===== src/rtl/pixel_pkg.sv =====
// rtl/pixel_pkg.sv - shared constants and FSM encodings for the pixel writeback stage
package pixel_pkg;

  // Pixel format and frame geometry of the VGA frame buffer
  localparam int PIX_W   = 12;
  localparam int ADDR_W  = 12;
  localparam int NUM_PIX = 4096;
  localparam int DEPTH   = 8;

  // Writeback FSM encodings
  typedef logic [1:0] wb_state_t;
  localparam logic [1:0] RUN   = 2'd0;
  localparam logic [1:0] FLUSH = 2'd1;
  localparam logic [1:0] DONE  = 2'd2;

endpackage


===== src/rtl/wb_fifo.sv =====
// rtl/wb_fifo.sv - synchronous first-word-fall-through FIFO for {index, pixel} entries
module wb_fifo #(
  parameter int WIDTH = 24,
  parameter int DEPTH = 8
) (
  input  logic                       clk,
  input  logic                       reset,
  input  logic                       push,
  input  logic                       pop,
  input  logic [WIDTH-1:0]           din,
  output logic [WIDTH-1:0]           dout,
  output logic [$clog2(DEPTH):0]     level,
  output logic                       full,
  output logic                       empty
);

  localparam int PTR_W = $clog2(DEPTH);
  localparam logic [PTR_W:0] LVL_FULL = (PTR_W + 1)'(DEPTH);

  logic [WIDTH-1:0] mem [DEPTH];
  logic [PTR_W-1:0] head;
  logic [PTR_W-1:0] tail;
  logic             pop_ok;
  logic             push_ok;

  // A pop is only honoured when there is something to pop; a push into a
  // full FIFO is only honoured when the head leaves in the same cycle.
  assign pop_ok  = pop && !empty;
  assign push_ok = push && (!full || pop_ok);

  assign full  = (level == LVL_FULL);
  assign empty = (level == '0);
  assign dout  = mem[head];

  // Storage array; contents are don't-care until the level says otherwise
  always_ff @(posedge clk) begin
    if (push_ok) begin
      mem[tail] <= din;
    end
  end

  // Pointers and occupancy; reset discards everything queued
  always_ff @(posedge clk) begin
    if (reset) begin
      head  <= '0;
      tail  <= '0;
      level <= '0;
    end else begin
      if (push_ok) begin
        tail <= tail + 1'b1;
      end
      if (pop_ok) begin
        head <= head + 1'b1;
      end
      case ({push_ok, pop_ok})
        2'b10:   level <= level + 1'b1;
        2'b01:   level <= level - 1'b1;
        default: level <= level;
      endcase
    end
  end

endmodule


===== src/rtl/pixel_writeback.sv =====
// rtl/pixel_writeback.sv - captures processor pixels on index change and drains them to the frame buffer
module pixel_writeback
  import pixel_pkg::*;
#(
  parameter int PIX_W   = pixel_pkg::PIX_W,
  parameter int ADDR_W  = pixel_pkg::ADDR_W,
  parameter int DEPTH   = pixel_pkg::DEPTH,
  parameter int NUM_PIX = pixel_pkg::NUM_PIX
) (
  input  logic                      clk,
  input  logic                      reset,
  input  logic [ADDR_W-1:0]         index,
  input  logic [PIX_W-1:0]          regout_pix,
  input  logic                      flush,
  output logic                      fb_valid,
  input  logic                      fb_ready,
  output logic [ADDR_W-1:0]         fb_addr,
  output logic [PIX_W-1:0]          fb_data,
  output logic                      frame_done,
  output logic                      overflow,
  output logic                      flushed,
  output logic [$clog2(DEPTH):0]    level
);

  localparam int ENT_W = ADDR_W + PIX_W;
  localparam int LVL_W = $clog2(DEPTH) + 1;
  localparam logic [ADDR_W-1:0] LAST_ADDR = ADDR_W'(NUM_PIX - 1);

  wb_state_t           state;
  wb_state_t           state_next;
  logic                seen;
  logic [ADDR_W-1:0]   last_index;
  logic                cap;
  logic                push;
  logic                pop;
  logic                fifo_full;
  logic                fifo_empty;
  logic [ENT_W-1:0]    head_entry;
  logic [LVL_W-1:0]    level_next;

  // A new sample is taken whenever the pixel counter moves, or on the very
  // first index after reset / after leaving DONE.
  assign cap  = (state == RUN) && (!seen || (index != last_index));
  assign pop  = fb_valid && fb_ready;
  assign push = cap && (!fifo_full || pop);

  wb_fifo #(
    .WIDTH (ENT_W),
    .DEPTH (DEPTH)
  ) u_fifo (
    .clk   (clk),
    .reset (reset),
    .push  (push),
    .pop   (pop),
    .din   ({index, regout_pix}),
    .dout  (head_entry),
    .level (level),
    .full  (fifo_full),
    .empty (fifo_empty)
  );

  // The head entry is shown directly; an empty FIFO presents zeros so the
  // bus is quiet after reset and between bursts.
  assign fb_valid = !fifo_empty;
  assign fb_addr  = fifo_empty ? '0 : head_entry[ENT_W-1 -: ADDR_W];
  assign fb_data  = fifo_empty ? '0 : head_entry[PIX_W-1:0];
  assign flushed  = (state == DONE);

  // Occupancy after this edge, used to leave FLUSH on the last pop itself
  always_comb begin
    level_next = level;
    case ({push, pop})
      2'b10:   level_next = level + 1'b1;
      2'b01:   level_next = level - 1'b1;
      default: level_next = level;
    endcase
  end

  // Next-state logic: flush level steers RUN/FLUSH, DONE waits for flush release
  always_comb begin
    state_next = state;
    case (state)
      RUN: begin
        if (flush) begin
          state_next = FLUSH;
        end
      end
      FLUSH: begin
        if (!flush) begin
          state_next = RUN;
        end else if (level_next == '0) begin
          state_next = DONE;
        end
      end
      DONE: begin
        if (!flush) begin
          state_next = RUN;
        end
      end
      default: state_next = RUN;
    endcase
  end

  // State register
  always_ff @(posedge clk) begin
    if (reset) begin
      state <= RUN;
    end else begin
      state <= state_next;
    end
  end

  // Change-detect history; leaving DONE forgets it so capture restarts cleanly
  always_ff @(posedge clk) begin
    if (reset) begin
      seen       <= 1'b0;
      last_index <= '0;
    end else if ((state == DONE) && !flush) begin
      seen <= 1'b0;
    end else if (cap) begin
      seen       <= 1'b1;
      last_index <= index;
    end
  end

  // Sticky drop flag: a capture arrived while full with no pop to make room
  always_ff @(posedge clk) begin
    if (reset) begin
      overflow <= 1'b0;
    end else if (cap && !push) begin
      overflow <= 1'b1;
    end
  end

  // One-cycle pulse after the last pixel of the frame is accepted
  always_ff @(posedge clk) begin
    if (reset) begin
      frame_done <= 1'b0;
    end else begin
      frame_done <= pop && (fb_addr == LAST_ADDR);
    end
  end

endmodule

===== config.mk =====
export PLATFORM = sky130hd
export DESIGN_NAME = pixel_writeback
export DESIGN_NICKNAME = d
export VERILOG_FILES = /design/src/rtl/pixel_pkg.sv /design/src/rtl/wb_fifo.sv /design/src/rtl/pixel_writeback.sv
export SDC_FILE = /design/constraint.sdc
export NUM_CORES = 1
export LEC_CHECK = 0
export CAP_MARGIN = 5
export CELL_PAD_IN_SITES_DETAIL_PLACEMENT = 1
export CELL_PAD_IN_SITES_GLOBAL_PLACEMENT = 1
export CORE_ASPECT_RATIO = 1.5
export CORE_MARGIN = 2
export CORE_UTILIZATION = 50
export CTS_CLUSTER_DIAMETER = 200
export DETAILED_ROUTE_END_ITERATION = 10
export PLACE_DENSITY_LB_ADDON = 0.1
export SLEW_MARGIN = 20
export SYNTH_ARGS = -nofsm -noshare
export SYNTH_HDL_FRONTEND = slang
export SYNTH_SLANG_ARGS = --single-unit

===== constraint.sdc =====
create_clock -name clk -period 11.6 [get_ports clk]
set_input_delay 2.9 -clock clk [delete_from_list [all_inputs] [get_ports clk]]
set_output_delay 2.9 -clock clk [all_outputs]
set_load 0.01 [all_outputs]

======== Yosys cells after proc, flatten, opt, wreduce, memory -nomap -nowiden ========
Memory sizes are Yosys's and may differ from the RTL's. A register that Yosys moved wholly into a read port is not among the register bits.
Cells that the tools add are included.
word-level totals
  register bits after elaboration ......... 27
  memory bits (writable) .................. 192
  input port bits ......................... 28
  output and inout port bits .............. 32
  logic and storage cells ................. 62
  memories ................................ 1
memory list
  name        depth  width  rd ports  clocked after Yosys merged registers in  wr ports  line           text
  u_fifo.mem  8      24     1         1                                        1         wb_fifo.sv:20  logic [WIDTH-1:0] mem [DEPTH];
cells by class
  $add $sub $neg .......................... 4
  eq/ne operators ......................... 12
  multiplexer cells ....................... 13
  bitwise gates (word level) .............. 1
  reduce and logical (&&, ||, !) cells .... 23
operator list
  kind                                                 number
  2-to-1 mux 12 bit                                    2
  one-hot mux 4 bit (2 select lines)                   2
  equality test 12 bit, second input constant          1
  inequality test 12 bit                               1
  logical AND 1 bit                                    8
  logical NOT 4 bit                                    2
  2-to-1 mux 2 bit                                     4
  adder 3 x 1 -> 3 bit, second input constant          2
  equality test 2 x 1 -> 1 bit, second input constant  3
  equality test 2 bit, second input constant           3
  2-to-1 mux 3 bit                                     2
  one-hot mux 2 bit (3 select lines)                   1
  logical NOT 1 bit                                    5
  adder 4 x 1 -> 4 bit, second input constant          1
  equality test 4 bit, second input constant           1
  inequality test 2 bit, second input constant         2
  subtractor 4 x 1 -> 4 bit, second input constant     1
  logical OR 1 bit                                     3
  inequality test 3 bit, second input constant         1
  AND reduction 3 bit                                  1
  logical NOT 2 bit                                    1
  2-to-1 mux 1 bit                                     2
  AND reduction 2 bit                                  1
  nonzero test 2 bit                                   1
  2 further kinds                                      2

======== Logic depth before layout (Yosys ltp) ========
  depth in word-level cells ............... 11
  mapped depth ............................ 11
  gate-level depth less buffers ........... 11

======== Modules after synthesis ========
A second synthesis with hierarchy kept.
second synthesis, totals
  cells, all modules ...................... 503
  area, all modules ....................... 9103.7 um^2
by module, submodules not included
  module           instances  cells each  area an instance (um^2)  sequential area each (um^2)
  wb_fifo          1          362         7952.6                   6025.8
  pixel_writeback  1          141         1151.1                   340.3

======== Worst setup path after synthesis ========
Ideal clock, no wire load.
  path kind ............................... input port to flip-flop
  start point ............................. input index[8]
  end point ............................... memory u_fifo.mem[2][0] (enable)
  library setup time ...................... 475 ps
  arrival ................................. 6054 ps
  data required time ...................... 11125 ps
  slack ................................... 5071 ps
  stages .................................. 5
  path buffers ............................ 0
  path through ............................ xnor2_1 > nand4_1 > or4_1 > nand3_2 > nor4b_1
between the ends
  longest elaborated chain between the ends .. 7
RTL lines
  item                                    line                   text
  start: declaration                      pixel_writeback.sv:12  input logic [ADDR_W-1:0] index,
  inequality test 12 bit                  pixel_writeback.sv:43  assign cap = (state == RUN) && (!seen || (index != last_index));
  logical OR 1 bit                        pixel_writeback.sv:43
  logical AND 1 bit                       pixel_writeback.sv:43
  logical AND 1 bit                       pixel_writeback.sv:45  assign push = cap && (!fifo_full || pop);
  logical AND 1 bit                       wb_fifo.sv:29          assign push_ok = push && (!full || pop_ok);
  2-to-1 mux 1 bit                        wb_fifo.sv:37          if (push_ok) begin
  2-to-1 mux 1 bit (implied by the code)  wb_fifo.sv:38          mem[tail] <= din;
  end: declaration                        wb_fifo.sv:20
Every way passes these cells.

==> flow_summary.yaml <==
clock_tree:
  post_cts_sizing: 0
  cts_inserted_buffers: 21
  cts.sink_count: 222
  cts_tree: "built"
  clkLatencyLatePin_ps: 490
  max_root_sink_buffers: 3
  clk_transition_reported_paths_ps: 60
  post_cts_hold_buffer_count: 0
  cts_post_setup_buffers_inserted: 0
  clock-root-buffer: "clkbuf_16"
  cts_htree_levels: 1
logic_synthesis:
  synth_cell_type_count: 48
  edff_count_synth: 192
  synth.most_common_cell: "edfxtp_1"
  synth_async_sr_flop_share_pct: 0
  sequential_to_total_area_share_from_yosys_stat_pct: 71.1
  synth_commonest_cells: "edfxtp_1, nor2_1, mux2i_1"
  synth_flop_cell: "edfxtp_1"
  synth_area_leaders: "edfxtp_1, mux4_2, dfxtp_1"
  synthesis.yosys.warnings: 0
  synth-seq-cells: 222
  postSynthNetCount: 541
  synth_top_cell_by_area: "edfxtp_1"
  synthCells: 506
  syn_area_per_cell_um2: 17.7
  synth_top_cell_area_share_pct: 64.4
  netlist_area_um2: 8950
critical_path:
  cp-end-kind: "primary output"
  criticalPathCategory: "flop to primary output"
  crit_path_max_fanout: 53
  crit_arrival_ps: 2980
  setup.worst_path.start_class: "flop"
  critPathRequiredTime_ps: 8700
timing:
  timing.hold.ws_ps: 469
  hold_violations: 0
  final.setup_skew_ps: 14.6
  final_max_slew_viol_count: 0
  worst_slew_pin_slew_ps: 1030
  max_freq_mhz: 170
  final-setup-viol-count: 0
  slew_headroom_pct: 30.6
  timing.final.crit_share_pct: 50.7
  tns_ps: 0
  period_needed_ps: 5880
  rsz0062_at_grt: "false"
grt:
  number_of_antenna_violations_at_the_first_check_in_global_routing: 0
  via_count_of_the_first_global_routing_pass: 5186
  grt_pass1_wl_um: 29800
  grt.overflow.total: 0
  grt_max_degree: 54
  gr-usage-all-layers_pct: 20.6
detailed_routing:
  final_antenna_net_count: 0
  drc: 3
  vias_per_cell: 5.95
  drt-initial-drc-count: 246
  wirelength_um: 19200
  drtPass1Iterations: 7
  drt-wirelength-per-cell_um: 23.9
  via_count: 4768
die:
  num_rows: 59
  ioPinCount: 60
  coreArea_um2: 17400
  dieWidth_um: 113
  dieArea_um2: 19000
  initial_core_util_pct: 51.4
  die_h_um: 168
worst_hold_path:
  worstHoldPathType: "flop to flop"
pwr:
  leakage_nw: 3.37
  p_per_area_nw_per_um2: 219
  power.ir.vdd_worst_mv: 0.130
status:
  failed_checks: "DRC"
  run_status: "finished with violations"
layout:
  area_growth_pct: 17.0
  share_of_post_route_cells_with_drive_strength_above_1_pct: 15.3
  antenna_diode_count: 0
  final_nets: 610
  filler_cell_count: 1540
run:
  maxCapViolations: 0
placement:
  gpl.final_weighted_congestion: 0.776
  hpwl_um: 11700
  numPortBuffers: 59
-- sequential cells by signal (all words and copies together) (netlist names), named ones only --
name,count
u_fifo.level,4
last_index,12
state,2
u_fifo.tail,3
u_fifo.mem,192
seen,1
u_fifo.head,3
overflow,1
frame_done,1
-- power breakdown --
| part | total (W) | switching [W] | internal (W) |
|---|---|---|---|
| registers | 0.00103 | 0.0000565 | 0.000975 |
| clock network | 0.000647 | 0.000273 | 0.000375 |
| logic | 0.000613 | 0.000319 | 0.000294 |
-- routing by layer --
metal | track usage (%) | vias up | share of wire, % | wire (µm)
met2 | 37.5 | 134 | 54 | 10300
met3 | 2.52 | 31 | 4.2 | 797
met4 | 6.10 | 0 | 1.9 | 355
met5 | 0 | - | 0 | 0
met1 | 25.9 | 2447 | 40 | 7680
li1 | - | 2156 | - | -
-- metrics by stage --
step           util [%]  setup slack (ps)  std cells  power, W  cell area (µm²)
4_1_cts            60.1              5640        802   0.00232            10500
2_1_floorplan         -              5070        506   0.00140             8950
5_1_grt            60.1              5540        802   0.00239            10500
3_3_place_gp       56.4              5350        765   0.00165             9830
3_5_place_dp       56.4              5270        765   0.00168             9830
6_report           60.1              5720        802   0.00229            10500
-- cell usage in the layout (no fill, tap or decap), types with 15 or more instances in the layout --
| cell | instances |
|---|---|
| dfxtp_1 | 27 |
| mux4_2 | 28 |
| edfxtp_1 | 192 |
| mux4_1 | 15 |
| a21oi_1 | 19 |
| clkdlybuf4s50_1 | 59 |
| nand3_1 | 15 |
| nor2_1 | 36 |
| nand2_1 | 17 |
| mux2i_1 | 31 |
| clkbuf_16 | 21 |
-- cells by family after synthesis --
family / Yosys count / synth area share, %
buffers and inverters: 34 / 2.03
XOR/XNOR: 19 / 1.86
flip-flops: 222 / 71.1
multiplexers: 76 / 15.2
adder cells (fa/ha/maj): 7 / 0.978
AND/OR/NAND/NOR: 110 / 6.52
AO/OA/AOI/OAI: 38 / 2.36
-- critical path: stages, from the launching register on --
cell,delay [ps]
dfxtp_4,920
mux4_1,680
mux2i_1,310
nor2_1,90
clkdlybuf4s50_1,490
-- final timing paths --
path,cells past startpoint,endpoint,startpoint,slack (ps)
setup / recovery,4,fb_addr[6],flop,5720
hold / removal,2,last_index[5],last_index[5],470
hold reg to reg,2,last_index[5],last_index[5],470
setup reg to reg,6,u_fifo.mem[7][23],last_index[2],8560
-- final cells by class --
cell class | instances | area [µm²] | share of cell area, %
timing repair buffer | 73 | 696 | 6.64
tap | 213 | 267 | 2.54
multi-input combinational | 250 | 2470 | 23.5
sequential | 222 | 6370 | 60.8
clock buffer | 22 | 529 | 5.05
clock inverter | 15 | 123 | 1.17
inverter | 7 | 26.3 | 0.251
(Power assumes the default switching activity.)
